`config.mk`:
```
export PLATFORM = sky130hd
export DESIGN_NAME = cla_serial_adder_ctrl
export DESIGN_NICKNAME = d
export VERILOG_FILES = /design/src/rtl/cla_serial_adder_ctrl.sv
export SDC_FILE = /design/constraint.sdc
export NUM_CORES = 1
export LEC_CHECK = 0
export CAP_MARGIN = 10
export CELL_PAD_IN_SITES_DETAIL_PLACEMENT = 1
export CELL_PAD_IN_SITES_GLOBAL_PLACEMENT = 2
export CORE_MARGIN = 2
export CORE_UTILIZATION = 31
export CTS_CLUSTER_SIZE = 12
export DETAILED_ROUTE_END_ITERATION = 10
export PLACE_DENSITY_LB_ADDON = 0.1
export SLEW_MARGIN = 25
export SYNTH_ARGS = -nofsm -noshare
export SYNTH_HDL_FRONTEND = slang
export SYNTH_SLANG_ARGS = --single-unit
```
`constraint.sdc`:
```
create_clock -name clk -period 3.2 [get_ports clk]
set_clock_uncertainty 0.2 [all_clocks]
set_input_delay 0.64 -clock clk [delete_from_list [all_inputs] [get_ports clk]]
set_output_delay 0.64 -clock clk [all_outputs]
set_load 0.01 [all_outputs]
```
`src/rtl/cla_serial_adder_ctrl.sv`:
```
// Multi-cycle WIDTH-bit add/subtract built from one 4-bit carry-lookahead slice,
// stepped LSB nibble first with the carry held in a register between steps.
module cla_serial_adder_ctrl #(
    parameter int WIDTH = 16
) (
    input  logic             clk,
    input  logic             rst,
    input  logic             start,
    input  logic             sub,
    input  logic             cin,
    input  logic [WIDTH-1:0] a,
    input  logic [WIDTH-1:0] b,
    output logic             busy,
    output logic             done,
    output logic [WIDTH-1:0] sum,
    output logic             cout,
    output logic             ovf
);

    localparam int NIB = WIDTH / 4;
    localparam int CW  = (NIB > 1) ? $clog2(NIB) : 1;

    typedef enum logic [1:0] {IDLE = 2'd0, RUN = 2'd1, DONE = 2'd2} state_t;

    state_t           state_q;
    logic [CW-1:0]    cnt_q;
    logic [WIDTH-1:0] a_q, b_q, sum_q, sum_d;
    logic             carry_q, cout_q, ovf_q, busy_q, done_q;

    logic [3:0] nib_a, nib_b, g, p, s4;
    logic [4:0] c;
    logic       last_nib;

    assign last_nib = (cnt_q == CW'(NIB - 1));

    always_comb begin
        nib_a = 4'h0;
        nib_b = 4'h0;
        for (int k = 0; k < NIB; k++) begin
            if (cnt_q == CW'(k)) begin
                nib_a = a_q[4*k +: 4];
                nib_b = b_q[4*k +: 4];
            end
        end
    end

    // Generate/propagate lookahead: every carry is a flat function of g, p and c[0].
    always_comb begin
        g    = nib_a & nib_b;
        p    = nib_a ^ nib_b;
        c[0] = carry_q;
        c[1] = g[0] | (p[0] & c[0]);
        c[2] = g[1] | (p[1] & g[0]) | (p[1] & p[0] & c[0]);
        c[3] = g[2] | (p[2] & g[1]) | (p[2] & p[1] & g[0]) | (p[2] & p[1] & p[0] & c[0]);
        c[4] = g[3] | (p[3] & g[2]) | (p[3] & p[2] & g[1]) | (p[3] & p[2] & p[1] & g[0])
             | (p[3] & p[2] & p[1] & p[0] & c[0]);
        s4   = p ^ c[3:0];
    end

    always_comb begin
        sum_d = sum_q;
        for (int k = 0; k < NIB; k++) begin
            if (cnt_q == CW'(k)) sum_d[4*k +: 4] = s4;
        end
    end

    always_ff @(posedge clk or posedge rst) begin
        if (rst) begin
            state_q <= IDLE;
            cnt_q   <= '0;
            a_q     <= '0;
            b_q     <= '0;
            carry_q <= 1'b0;
            sum_q   <= '0;
            cout_q  <= 1'b0;
            ovf_q   <= 1'b0;
            busy_q  <= 1'b0;
            done_q  <= 1'b0;
        end else begin
            case (state_q)
                IDLE: begin
                    done_q <= 1'b0;
                    if (start) begin
                        a_q     <= a;
                        b_q     <= sub ? ~b : b;
                        carry_q <= sub ? 1'b1 : cin;
                        cnt_q   <= '0;
                        sum_q   <= '0;
                        busy_q  <= 1'b1;
                        state_q <= RUN;
                    end
                end
                RUN: begin
                    sum_q   <= sum_d;
                    carry_q <= c[4];
                    if (last_nib) begin
                        cout_q  <= c[4];
                        ovf_q   <= c[3] ^ c[4];
                        busy_q  <= 1'b0;
                        done_q  <= 1'b1;
                        state_q <= DONE;
                    end else begin
                        cnt_q <= cnt_q + 1'b1;
                    end
                end
                DONE: begin
                    done_q  <= 1'b0;
                    state_q <= IDLE;
                end
                default: begin
                    busy_q  <= 1'b0;
                    done_q  <= 1'b0;
                    state_q <= IDLE;
                end
            endcase
        end
    end

    assign busy = busy_q;
    assign done = done_q;
    assign sum  = sum_q;
    assign cout = cout_q;
    assign ovf  = ovf_q;

endmodule

```
### Word level (Yosys, flattened, before mapping)

Index checks and enable logic that the tools add are counted.

| word-level totals | value |
|---|---|
| register bits | 57 |
| input port bits | 37 |
| output and inout bits | 20 |
| word-level logic and storage cells | 99 |

| cells by class | value |
|---|---|
| add/subtract/negate cells | 1 |
| equal/unequal tests | 11 |
| mux-type cells | 29 |
| bitwise operators | 32 |
| reduce and logical (&&, ||, !) cells | 13 |

Operators with widths:

| cell | number |
|---|---|
| two-way mux 4 bit | 12 |
| two-way mux 16 bit | 2 |
| case mux 16 bit (2 select lines) | 1 |
| AND reduction 3 bit | 6 |
| AND 1 bit | 16 |
| NOT 16 bit | 1 |
| != test 2 bit, second input constant | 6 |
| OR 1 bit | 10 |
| two-way mux 2 bit | 4 |
| case mux 2 bit (2 select lines) | 2 |
| AND reduction 2 bit | 4 |
| XOR 4 bit | 2 |
| equality test 2 bit, second input constant | 3 |
| two-way mux 1 bit | 6 |
| AND 4 bit | 1 |
| equality test 2 x 1 -> 1 bit, second input constant | 2 |
| logical NOT 2 bit | 2 |
| case mux 1 bit (3 select lines) | 1 |
| adder 2 x 1 -> 2 bit, second input constant | 1 |
| case mux 1 bit (2 select lines) | 1 |
| nonzero test 2 bit | 1 |
| NOT 1 bit | 1 |
| XOR 1 bit | 1 |

### Longest topological paths before layout

Gate-level depths: netlist of run 1.

| logic depth | value |
|---|---|
| word-level depth | 13 |
| gate-level depth with buffers | 12 |
| depth with buffers taken out | 11 |

### Worst setup path before layout of run 1

No wires, ideal clock.

| timing | value |
|---|---|
| kind | reg2reg |
| from | reg cnt_q[1] |
| to | reg sum_q[15], in the netlist sum[15] |
| library setup time | 132 ps |
| arrival time | 2368 ps |
| data required time | 2868 ps |
| path slack | 500 ps |
| cell stages (with the launch flop) | 12 |
| buffers on the path | 1 |
| period minus slack after synthesis | 2700 ps |
| cells stage by stage | dfrtp_1 > inv_1 > ha_1 > clkbuf_1 > nand2_1 > a311oi_1 > a21o_1 > ha_1 > a41oi_1 > o21ai_0 > xnor2_1 > o21ai_0 |

| between the ends | value |
|---|---|
| word-level cells in the longest chain between the ends | 13 |
| elaborated cells on any way between the ends | 27 |
| those cells by class | eq/ne: 4; mux: 10; bitwise: 11; reduce/logical: 2 |

RTL lines:

| element | RTL line | RTL |
|---|---|---|
| from (decl) | 26 | `logic [CW-1:0] cnt_q;` |
| from (signal assigned) | 103 | `cnt_q <= cnt_q + 1'b1;` |
| logical NOT 2 bit | 40 | `if (cnt_q == CW'(k)) begin` |
| two-way mux 4 bit (4 in series) | 40 |  |
| XOR 4 bit / AND 4 bit (equally long branches) | 50, 49 |  |
| AND 1 bit | 54 | `c[3] = g[2] \| (p[2] & g[1]) \| (p[2] & p[1] & g[0]) \| (p[2] & p[1] & p[0] & c[0]);` |
| OR 1 bit / AND 1 bit (equally long branches) (2 in series) | 54 |  |
| OR 1 bit | 54 |  |
| XOR 4 bit | 57 | `s4 = p ^ c[3:0];` |
| two-way mux 4 bit | 63 | `if (cnt_q == CW'(k)) sum_d[4*k +: 4] = s4;` |
| case mux 16 bit (2 select lines) | 80 | `case (state_q)` |
| to (signal assigned) | 94 | `sum_q <= sum_d;` |
| to (decl) | 27 | `logic [WIDTH-1:0] a_q, b_q, sum_q, sum_d;` |

Parallel ways exist; a longest one is shown, timed or not. The select of a mux whose other input is x is not followed.
A chain may end at the register's enable or synchronous reset.

### Final worst setup path of run 1

| timing | value |
|---|---|
| from | reg cnt_q[1] |
| to | reg sum_q[14], in the netlist sum[14] |

| between the ends | value |
|---|---|
| word-level cells in the longest chain between the ends | 12 |
| elaborated cells on any way between the ends | 24 |
| those cells by class | eq/ne: 4; mux: 10; bitwise: 8; reduce/logical: 2 |

RTL lines:

| element | RTL line | RTL |
|---|---|---|
| logical NOT 2 bit | 40 |  |
| two-way mux 4 bit (4 in series) | 40 |  |
| XOR 4 bit / AND 4 bit (equally long branches) | 50, 49 |  |
| AND 1 bit | 53 | `c[2] = g[1] \| (p[1] & g[0]) \| (p[1] & p[0] & c[0]);` |
| OR 1 bit / AND 1 bit (equally long branches) | 53 |  |
| OR 1 bit | 53 |  |
| XOR 4 bit | 57 |  |
| two-way mux 4 bit | 63 |  |
| case mux 16 bit (2 select lines) | 80 |  |

Parallel ways exist; a longest one is shown, timed or not. The select of a mux whose other input is x is not followed.

==> impl_metrics.py, run 1 <==
metrics = {
    "global_routing": {
        "grt_pass1_vias": 2410,
        "antenna_found_initial": 0,
        "grt_overflow": 0,
        "track_usage_pct": 15.9,
        "grt_max_degree": 51,
        "grt_pass1_wl_um": 12100,
    },
    "worst_setup_path": {
        "critPathCaptureType": "flop",
        "worst_ep_required_time_ns": 3.21,
        "worst_setup_path_start_kind": "flop",
        "crit_type": "reg -> reg",
        "cp.arrival_ns": 2.95,
        "path_max_fanout": 8,
    },
    "clock_tree": {
        "clk_pin_slew_ns": 0.07,
        "clock_path_buffers": 2,
        "cts_hold_buf": 0,
        "clock-sinks": 57,
        "cts_tree": "yes",
        "root_buffer": "clkbuf_8",
        "worst_skew_pair.late_latency_ns": 0.34,
        "cts_made_buffers": 9,
        "h-tree-depth": 3,
    },
    "floorplanning": {
        "core_area_mm2": 0.00876,
        "start_util_pct": 32.2,
        "dieArea_mm2": 0.00987,
        "fp.dieW_um": 99.3,
        "ios": 57,
        "fp.dieH_um": 99.3,
        "rows": 34,
    },
    "timing": {
        "setup_viol": 0,
        "worst_pin_slew_ns": 0.562,
        "relSlewSlack_pct": 62.6,
        "setup_ws_ns": 0.260,
        "fin_crit_sh_pct": 91.9,
        "final_max_slew_viol_count": 0,
        "final-hold-violation-count": 0,
        "fmax_ghz": 0.340,
        "rsz0062_at_grt": "false",
        "fin_setup_tns_ns": 0,
        "min_period_ns": 2.94,
    },
    "placed_design": {
        "dp_hpwl_um": 5370,
        "gp_congestion": 0.714,
        "io_buffers": 56,
        "post-place-ws_ns": 0.111,
    },
    "yosys": {
        "netlist_top_cells_area": "dfrtp_1 51%, nand2_1 12%, xnor2_1 5.6%, o21ai_0 4.3%, ha_1 4.0%",
        "synth_cells": 306,
        "netlist.area_leader.share_pct": 50.6,
        "yosysWarningCount": 0,
        "synth_edf_count": 0,
        "synth-main-ff-cell": "dfrtp_1",
        "yosys.cell_count.top_type": "nand2_1",
        "ys_types": 29,
        "ys_seq_elements": 57,
        "netlist_area_mm2": 0.00282,
        "synth.avg_cell_area_um2": 9.21,
        "synth_async_sr_flop_share_pct": 100,
        "syn_nets": 353,
        "synth_common_cells": "93 x nand2_1, 57 x dfrtp_1, 24 x o21ai_0, 18 x a21oi_1, 18 x xnor2_1",
        "synth_area_leader_cell": "dfrtp_1",
        "ys_seq_area_share_pct": 50.6,
    },
    "power": {
        "max-vdd-ir-drop_v": 0.000301,
        "power_leakage_nw": 1.71,
        "total_power_mw": 4.07,
        "power_density_mw_per_mm2": 1090,
    },
    "cells_and_area": {
        "multi_input_area_mm2": 0.00126,
        "final_net_count": 414,
        "ff_latch_area_mm2": 0.00143,
        "layout-drive-gt1-share_pct": 10.5,
        "fill_cells": 1028,
        "insertedDiodeCount": 0,
        "syn_to_final_growth_pct": 32.5,
        "fin_util_pct": 42.6,
    },
    "outcome": {
        "status": "complete, no violations",
    },
    "detailed_routing": {
        "drt_iter0_markers": 67,
        "drcViolationCount": 0,
        "ant_nets": 0,
        "wl_per_cell_um": 14.7,
        "vias": 2270,
        "routed_wl_um": 7060,
        "via_per_inst": 4.73,
        "dr.pass1.iters": 4,
    },
    "min_path": {
        "hp-class": "reg -> reg",
    },
    "job": {
        "cap_viol_max_count": 0,
    },
}
## report_power, final
group / switching, mW / internal (mW)
Combinational: 1.13 / 0.955
Clock: 0.293 / 0.423
Sequential: 0.228 / 1.05
Total: 1.65 / 2.43
## cells in the final DEF (no fill, tap or decap), drive strengths merged
cell           instances
a311oi                 1
bufinv                 1
mux2                   7
nor2b                  2
mux2i                  1
nand2b                 2
nor2                  17
a21oi                 18
fa                     1
dfrtp                 57
o31ai                  3
o32ai                  1
or2                    1
buf                   10
ha                     9
nor3                   1
a41oi                  1
o21ai                 24
clkdlybuf4s50         56
nand3b                 4
nand2                 93
clkbuf                14
a221oi                 4
clkinv                 1
inv                   14
a21o                   4
o22ai                  6
xnor2                 18
xor2                   1
## per-stage QoR
step,hold slack [ns],cells,area [um^2]
detailed placement,0.268,463,3500
CTS,0.284,479,3710
floorplan,0.246,306,2820
global placement,0.260,463,3500
finish,0.276,480,3730
global route,0.313,480,3730
## cell type report
class                      count  share of cell area [%]
clock buffer                  14                    4.63
clock inverter                 2                   0.939
inverter                      14                    1.41
multi-input combinational    219                    33.8
sequential                    57                    38.2
tap                          108                    3.62
timing repair buffer          66                    17.4
## final timing paths
| check | start | to | slack, ns | cells past startpoint |
|---|---|---|---|---|
| setup / recovery | cnt_q[1] | sum[14] | 0.26 | 11 |
| hold / removal | a_q[15] | a_q[15] | 0.28 | 2 |
| setup reg to reg | cnt_q[1] | sum[14] | 0.26 | 11 |
| hold reg to reg | a_q[15] | a_q[15] | 0.28 | 2 |
| max in group asynchronous | rst | b_q[4] | 1.73 | 3 |
| min in group asynchronous | rst | busy | 0.43 | 2 |
## cell families after synthesis
kind of cell,after synthesis,synth area share [%]
multiplexers,8,3.15
adder cells (fa/ha/maj),10,4.71
AO/OA/AOI/OAI,62,13.1
XOR/XNOR,19,5.91
buffers and inverters,30,5.15
flip-flops,57,50.6
AND/OR/NAND/NOR,120,17.4
## timing repair
action / CTS / global route
gates resized for setup: 0 / 5
setup endpoints to repair: 0 / 10
setup buffers: 0 / 1
## state kept, by name, summed over array words and instances, names as in the netlist
signal,count
a_q,16
b_q,16
sum,16
cnt_q,2
state_q,2
busy,1
carry_q,1
cout,1
done,1
ovf,1
## routing by layer
metal  GRT usage, %  part of all wire [%]
met1           20.1                    46
met2           26.1                    48
met3           3.30                   4.0
met4           7.69                   2.5
met5              0                     0
## worst max-delay path, stage by stage, from the launching register on
cell      delay, ns
dfrtp_1        0.37
inv_1          0.08
ha_1           0.28
buf_4          0.20
nand3b_1       0.15
a311oi_1       0.36
a21o_1         0.17
ha_1           0.26
a21o_1         0.18
a21oi_1        0.23
xnor2_2        0.18
o21ai_0        0.14
Note: power is estimated with default switching activity, not from simulation.
==> run 2, diff against run 1 <==
--- a/config.mk
+++ b/config.mk
@@ -13,6 +13,7 @@
 export CTS_CLUSTER_SIZE = 12
 export DETAILED_ROUTE_END_ITERATION = 10
 export PLACE_DENSITY_LB_ADDON = 0.1
+export SKIP_LAST_GASP = 1
 export SLEW_MARGIN = 25
 export SYNTH_ARGS = -nofsm -noshare
 export SYNTH_HDL_FRONTEND = slang
==> run 2 against run 1 <==
  * Non-clock buffer count did not move
  * Design area fell by 0.10%
  * Sequential cell count did not move
  * Combinational power barely moved
==> impl_metrics.py, run 2 (synthesis results as in run 1) <==
metrics = {
    "timing": {
        "rsz0062_at_grt": "true",
        "final_max_slew_viol_count": 0,
        "fin_hold_ws_ns": 0.276,
        "final-hold-violation-count": 0,
        "worst_pin_slew_ns": 0.561,
        "setup_viol": 0,
        "min_period_ns": 2.94,
        "relSlewSlack_pct": 62.6,
        "fmax_ghz": 0.340,
        "fin_setup_tns_ns": 0,
        "fin_crit_sh_pct": 91.8,
    },
    "cells_and_area": {
        "final_area_mm2": 0.00373,
        "final_cell_mix": "93 x nand2_1, 57 x dfrtp_1, 56 x clkdlybuf4s50_1",
        "mostFrequentLayoutCell": "nand2_1",
        "final_net_count": 414,
        "syn_to_final_growth_pct": 32.3,
        "insertedDiodeCount": 0,
        "layout-drive-gt1-share_pct": 10.2,
    },
    "detailed_routing": {
        "ant_nets": 0,
        "met2_length_um": 3360,
        "drcViolationCount": 0,
        "routed.top_layer": "met4",
        "dr.pass1.iters": 4,
        "vias": 2269,
        "routed_wl_um": 7070,
        "met1_length_um": 3250,
        "drt_iter0_markers": 53,
        "wl_met3_um": 282,
        "via_per_inst": 4.73,
        "wl_per_cell_um": 14.7,
    },
    "global_routing": {
        "track_usage_pct": 15.9,
        "grt_pass1_vias": 2410,
        "grt_max_degree": 51,
        "grt_pass1_wl_um": 12100,
        "grt_overflow": 0,
        "antenna_found_initial": 0,
    },
    "min_path": {
        "hp-class": "reg -> reg",
    },
    "worst_setup_path": {
        "cp.arrival_ns": 2.95,
        "crit_path_cell_trace": "inv_1 -> ha_1 -> nor2b_2 -> a221oi_1 -> nor3_1 -> a21o_1 -> ha_1 -> a21o_1 -> a21oi_1 -> xnor2_2 -> o21ai_0",
        "crit_type": "reg -> reg",
        "path_max_fanout": 6,
        "worst_setup_path_start_kind": "flop",
        "slowest_delay_ns": 0.40,
        "critPathCaptureType": "flop",
        "crit_path_top_delay_cell": "dfrtp_1",
        "critical_path_buf_inv_count": 1,
        "crit_family": "compound AO/OA/AOI/OAI gates",
        "worst_ep_required_time_ns": 3.21,
    },
    "floorplanning": {
        "ios": 57,
        "rows": 34,
        "core_area_mm2": 0.00876,
        "fp.dieH_um": 99.3,
        "start_util_pct": 32.2,
        "fp.dieW_um": 99.3,
        "dieArea_mm2": 0.00987,
    },
    "outcome": {
        "status": "complete, no violations",
    },
    "clock_tree": {
        "cts_made_buffers": 9,
        "clk_pin_slew_ns": 0.07,
        "clock-sinks": 57,
        "worst_skew_pair.late_latency_ns": 0.34,
        "h-tree-depth": 3,
        "cts_tree": "yes",
        "clock_path_buffers": 2,
        "root_buffer": "clkbuf_8",
        "cts_hold_buf": 0,
    },
    "power": {
        "power_density_mw_per_mm2": 1090,
        "power_leakage_nw": 1.71,
        "max-vdd-ir-drop_v": 0.000303,
        "total_power_mw": 4.06,
    },
    "placed_design": {
        "gp_congestion": 0.714,
        "dp_hpwl_um": 5370,
        "io_buffers": 56,
        "place_area_mm2": 0.00350,
    },
    "job": {
        "cap_viol_max_count": 0,
    },
}
[run 2: stage by stage]
step | utilization [%] | worst slack, ns | std cells
floorplan | - | 0.500 | 306
global placement | 39.9 | 0.255 | 463
finish | 42.5 | 0.261 | 480
CTS | 42.3 | 0.0972 | 479
detailed placement | 39.9 | 0.111 | 463
global route | 42.5 | -0.0305 | 480
[run 2: worst register-to-register path: stages, from the launching register on]
cell      delay, ns
dfrtp_1        0.40
inv_1          0.08
ha_1           0.29
nor2b_2        0.21
a221oi_1       0.29
nor3_1         0.10
a21o_1         0.20
ha_1           0.30
a21o_1         0.18
a21oi_1        0.23
xnor2_2        0.19
o21ai_0        0.14
[run 2: worst paths after layout]
check,slack [ns],cells past startpoint,to,from
setup / recovery,0.26,11,sum[14],cnt_q[0]
hold / removal,0.28,2,a_q[15],a_q[15]
setup reg to reg,0.26,11,sum[14],cnt_q[0]
hold reg to reg,0.28,2,a_q[15],a_q[15]
max in group asynchronous,1.73,3,b_q[14],rst
min in group asynchronous,0.43,2,busy,rst
[run 2: repair_timing]
item / CTS / global route
gates resized for setup: 0 / 4
setup buffers: 0 / 1
setup endpoints to repair: 0 / 10
[run 2: layout make-up]
cell class	count	area (um^2)
clock buffers	14	173
clock inverters	2	35.0
fillers	1027	5030
inverters	14	52.6
multi-input cells	219	1260
flip-flops and latches	57	1430
well taps	108	135
repair buffers	66	648
[run 2: report_power, final]
part / switching, mW / total [mW] / internal (mW)
clock: 0.293 / 0.716 / 0.423
sequential: 0.228 / 1.28 / 1.05
combinational: 1.12 / 2.07 / 0.951
total: 1.64 / 4.06 / 2.42
[run 2: layer usage]
metal / vias up / track usage [%]
met5: - / 0
met4: 0 / 7.69
met3: 16 / 3.30
met2: 53 / 26.1
met1: 1068 / 20.1
li1: 1132 / -
==> run 3, diff against run 2 <==
--- a/config.mk
+++ b/config.mk
@@ -8,7 +8,7 @@
 export CAP_MARGIN = 10
 export CELL_PAD_IN_SITES_DETAIL_PLACEMENT = 1
 export CELL_PAD_IN_SITES_GLOBAL_PLACEMENT = 2
-export CORE_MARGIN = 2
+export CORE_MARGIN = 10
 export CORE_UTILIZATION = 31
 export CTS_CLUSTER_SIZE = 12
 export DETAILED_ROUTE_END_ITERATION = 10
==> constraint.sdc (replaced) <==
create_clock -name clk -period 2.9 [get_ports clk]
set_clock_uncertainty 0.2 [all_clocks]
set_input_delay 0.58 -clock clk [delete_from_list [all_inputs] [get_ports clk]]
set_output_delay 0.58 -clock clk [all_outputs]
set_load 0.01 [all_outputs]
==> run 3 against run 2 <==
  * Sequential cell count unchanged
  * First-iteration DRC count is 23% higher
  * Core utilization rose by 0.58 points
  * Worst hold slack improved by 0.00059 ns
  * Clock power decreased by 0.7%
  * Global-route usage decreased by 4.3 points
  * Via count shrank 0.71%
  * Sequential power up 10%
  * Combinational power rose by 18%
==> impl_metrics.py, run 3 (synthesis results as in run 1) <==
metrics = {
    "cells_and_area": {
        "layout-drive-gt1-share_pct": 13.5,
        "fin_util_pct": 43.1,
        "mostFrequentLayoutCell": "nand2_1",
        "multi_input_area_mm2": 0.00129,
        "syn_to_final_growth_pct": 34.8,
        "ff_latch_area_mm2": 0.00143,
        "fill_cells": 1032,
        "final_cell_mix": "93 x nand2_1, 57 x dfrtp_1, 56 x clkdlybuf4s50_1",
        "insertedDiodeCount": 0,
        "final_net_count": 419,
    },
    "power": {
        "total_power_mw": 4.56,
        "power_leakage_nw": 1.74,
        "power_density_mw_per_mm2": 1200,
        "max-vdd-ir-drop_v": 0.000388,
    },
    "min_path": {
        "min_from": "sum[12]",
        "min_to": "sum[12]",
        "holdPathStages": 2,
        "hp-class": "reg -> reg",
    },
    "floorplanning": {
        "fp.dieH_um": 115,
        "ios": 57,
        "start_util_pct": 32.0,
        "fp.dieW_um": 115,
        "rows": 34,
        "dieArea_mm2": 0.0133,
        "core_area_mm2": 0.00881,
    },
    "clock_tree": {
        "cts_made_buffers": 9,
        "cts_tree": "yes",
        "h-tree-depth": 3,
        "clk_pin_slew_ns": 0.07,
        "clock-sinks": 57,
        "worst_skew_pair.late_latency_ns": 0.34,
        "root_buffer": "clkbuf_8",
        "clock_path_buffers": 2,
        "cts_hold_buf": 0,
    },
    "detailed_routing": {
        "routed_wl_um": 7300,
        "vias": 2253,
        "ant_nets": 0,
        "dr.pass1.iters": 4,
        "drcViolationCount": 0,
        "drt_iter0_markers": 65,
        "wl_per_cell_um": 15.0,
        "via_per_inst": 4.65,
    },
    "worst_setup_path": {
        "slowest_delay_ns": 0.40,
        "worstReg2RegStart": "cnt_q[0]",
        "reg2reg_to": "sum[15]",
        "r2r_slack_ns": 0.16,
        "crit_path_cell_trace": "inv_1 -> ha_1 -> nor2b_2 -> a221oi_2 -> nor3_1 -> a21o_1 -> ha_1 -> a41oi_2 -> o21ai_2 -> xnor2_1 -> buf_4 -> o21ai_0",
        "crit_path_top_delay_cell": "dfrtp_1",
        "worst_setup_path_start_kind": "flop",
        "crit_type": "reg -> reg",
        "critPathCaptureType": "flop",
        "crit_top_cell": "ha_1",
        "reg2regPathDepth": 12,
        "cp.arrival_ns": 2.78,
        "path_max_fanout": 4,
        "worst_ep_required_time_ns": 2.95,
    },
    "global_routing": {
        "antenna_found_initial": 0,
        "grt_pass1_vias": 2411,
        "grt_overflow": 0,
        "track_usage_pct": 11.6,
        "grt_max_degree": 51,
        "grt_pass1_wl_um": 12200,
    },
    "placed_design": {
        "io_buffers": 56,
        "gp_congestion": 0.757,
        "dp_hpwl_um": 5710,
    },
    "timing": {
        "setup_viol": 0,
        "fmax_ghz": 0.365,
        "relSlewSlack_pct": 65.8,
        "final_max_slew_viol_count": 0,
        "worst_pin_slew_ns": 0.512,
        "min_period_ns": 2.74,
        "fin_crit_sh_pct": 94.4,
        "final-hold-violation-count": 0,
    },
    "job": {
        "cap_viol_max_count": 0,
    },
    "outcome": {
        "status": "complete, no violations",
    },
}
[run 3: where the power goes]
part           leakage (nW)  switching (mW)  internal [mW]
Sequential            0.716           0.254           1.16
Combinational         0.922            1.30           1.14
Clock                 0.102           0.310          0.401
Total                  1.74            1.86           2.70
[run 3: worst max-delay path by stage]
stage | to | cells past startpoint | start
6_report | sum[15] | 12 | cnt_q[0]
3_5_place_dp | sum[15] | 11 | cnt_q[0]
4_1_cts | sum[14] | 11 | cnt_q[0]
3_3_place_gp | sum[15] | 11 | cnt_q[0]
5_1_grt | sum[15] | 12 | cnt_q[0]
2_1_floorplan | sum[15] | 11 | cnt_q[1]
[run 3: cell type report]
type                    count  share of cell area, %
flip-flops and latches     57                   37.6
repair buffers             71                   18.4
well taps                 108                   3.56
inverters                  14                   1.38
clock inverters             2                  0.264
clock buffers              14                   4.81
multi-input cells         219                   34.0
[run 3: repair_timing]
item,4_1_cts,5_1_grt
hold endpoints to repair,0,0
cloned,0,0
pin swaps,1,5
setup endpoints to repair,4,13
gates resized for setup,2,11
setup buffers,1,2
[run 3: worst max-delay path: cells and delay by family, from the launching register on]
kind,cells,cell delay [ns]
AOI/OAI and AO/OA,5,0.91
xor gates and xnor gates,1,0.13
adders and majority gates,2,0.51
buffers and inverters,2,0.24
DFF,1,0.40
and+or+nand+nor,2,0.27
[run 3: routing by layer]
layer | share of wire, % | global-route usage [%]
met5 | 0 | 0
met4 | 1.7 | 5.32
met2 | 47 | 18.5
met3 | 4.8 | 3.23
met1 | 47 | 14.3
[run 3: metrics by stage]
stage / setup TNS, ns / hold WS, ns / area (um^2) / cells / setup slack [ns]
after floorplan: 0 / 0.246 / 2820 / 306 / 0.200
after global placement: 0 / 0.261 / 3540 / 466 / 0.0428
after detailed placement: -0.267 / 0.266 / 3540 / 466 / -0.0879
after CTS: 0 / 0.283 / 3740 / 483 / 0.00717
after global routing: -0.0204 / 0.304 / 3800 / 485 / -0.0144
final: 0 / 0.276 / 3800 / 485 / 0.161
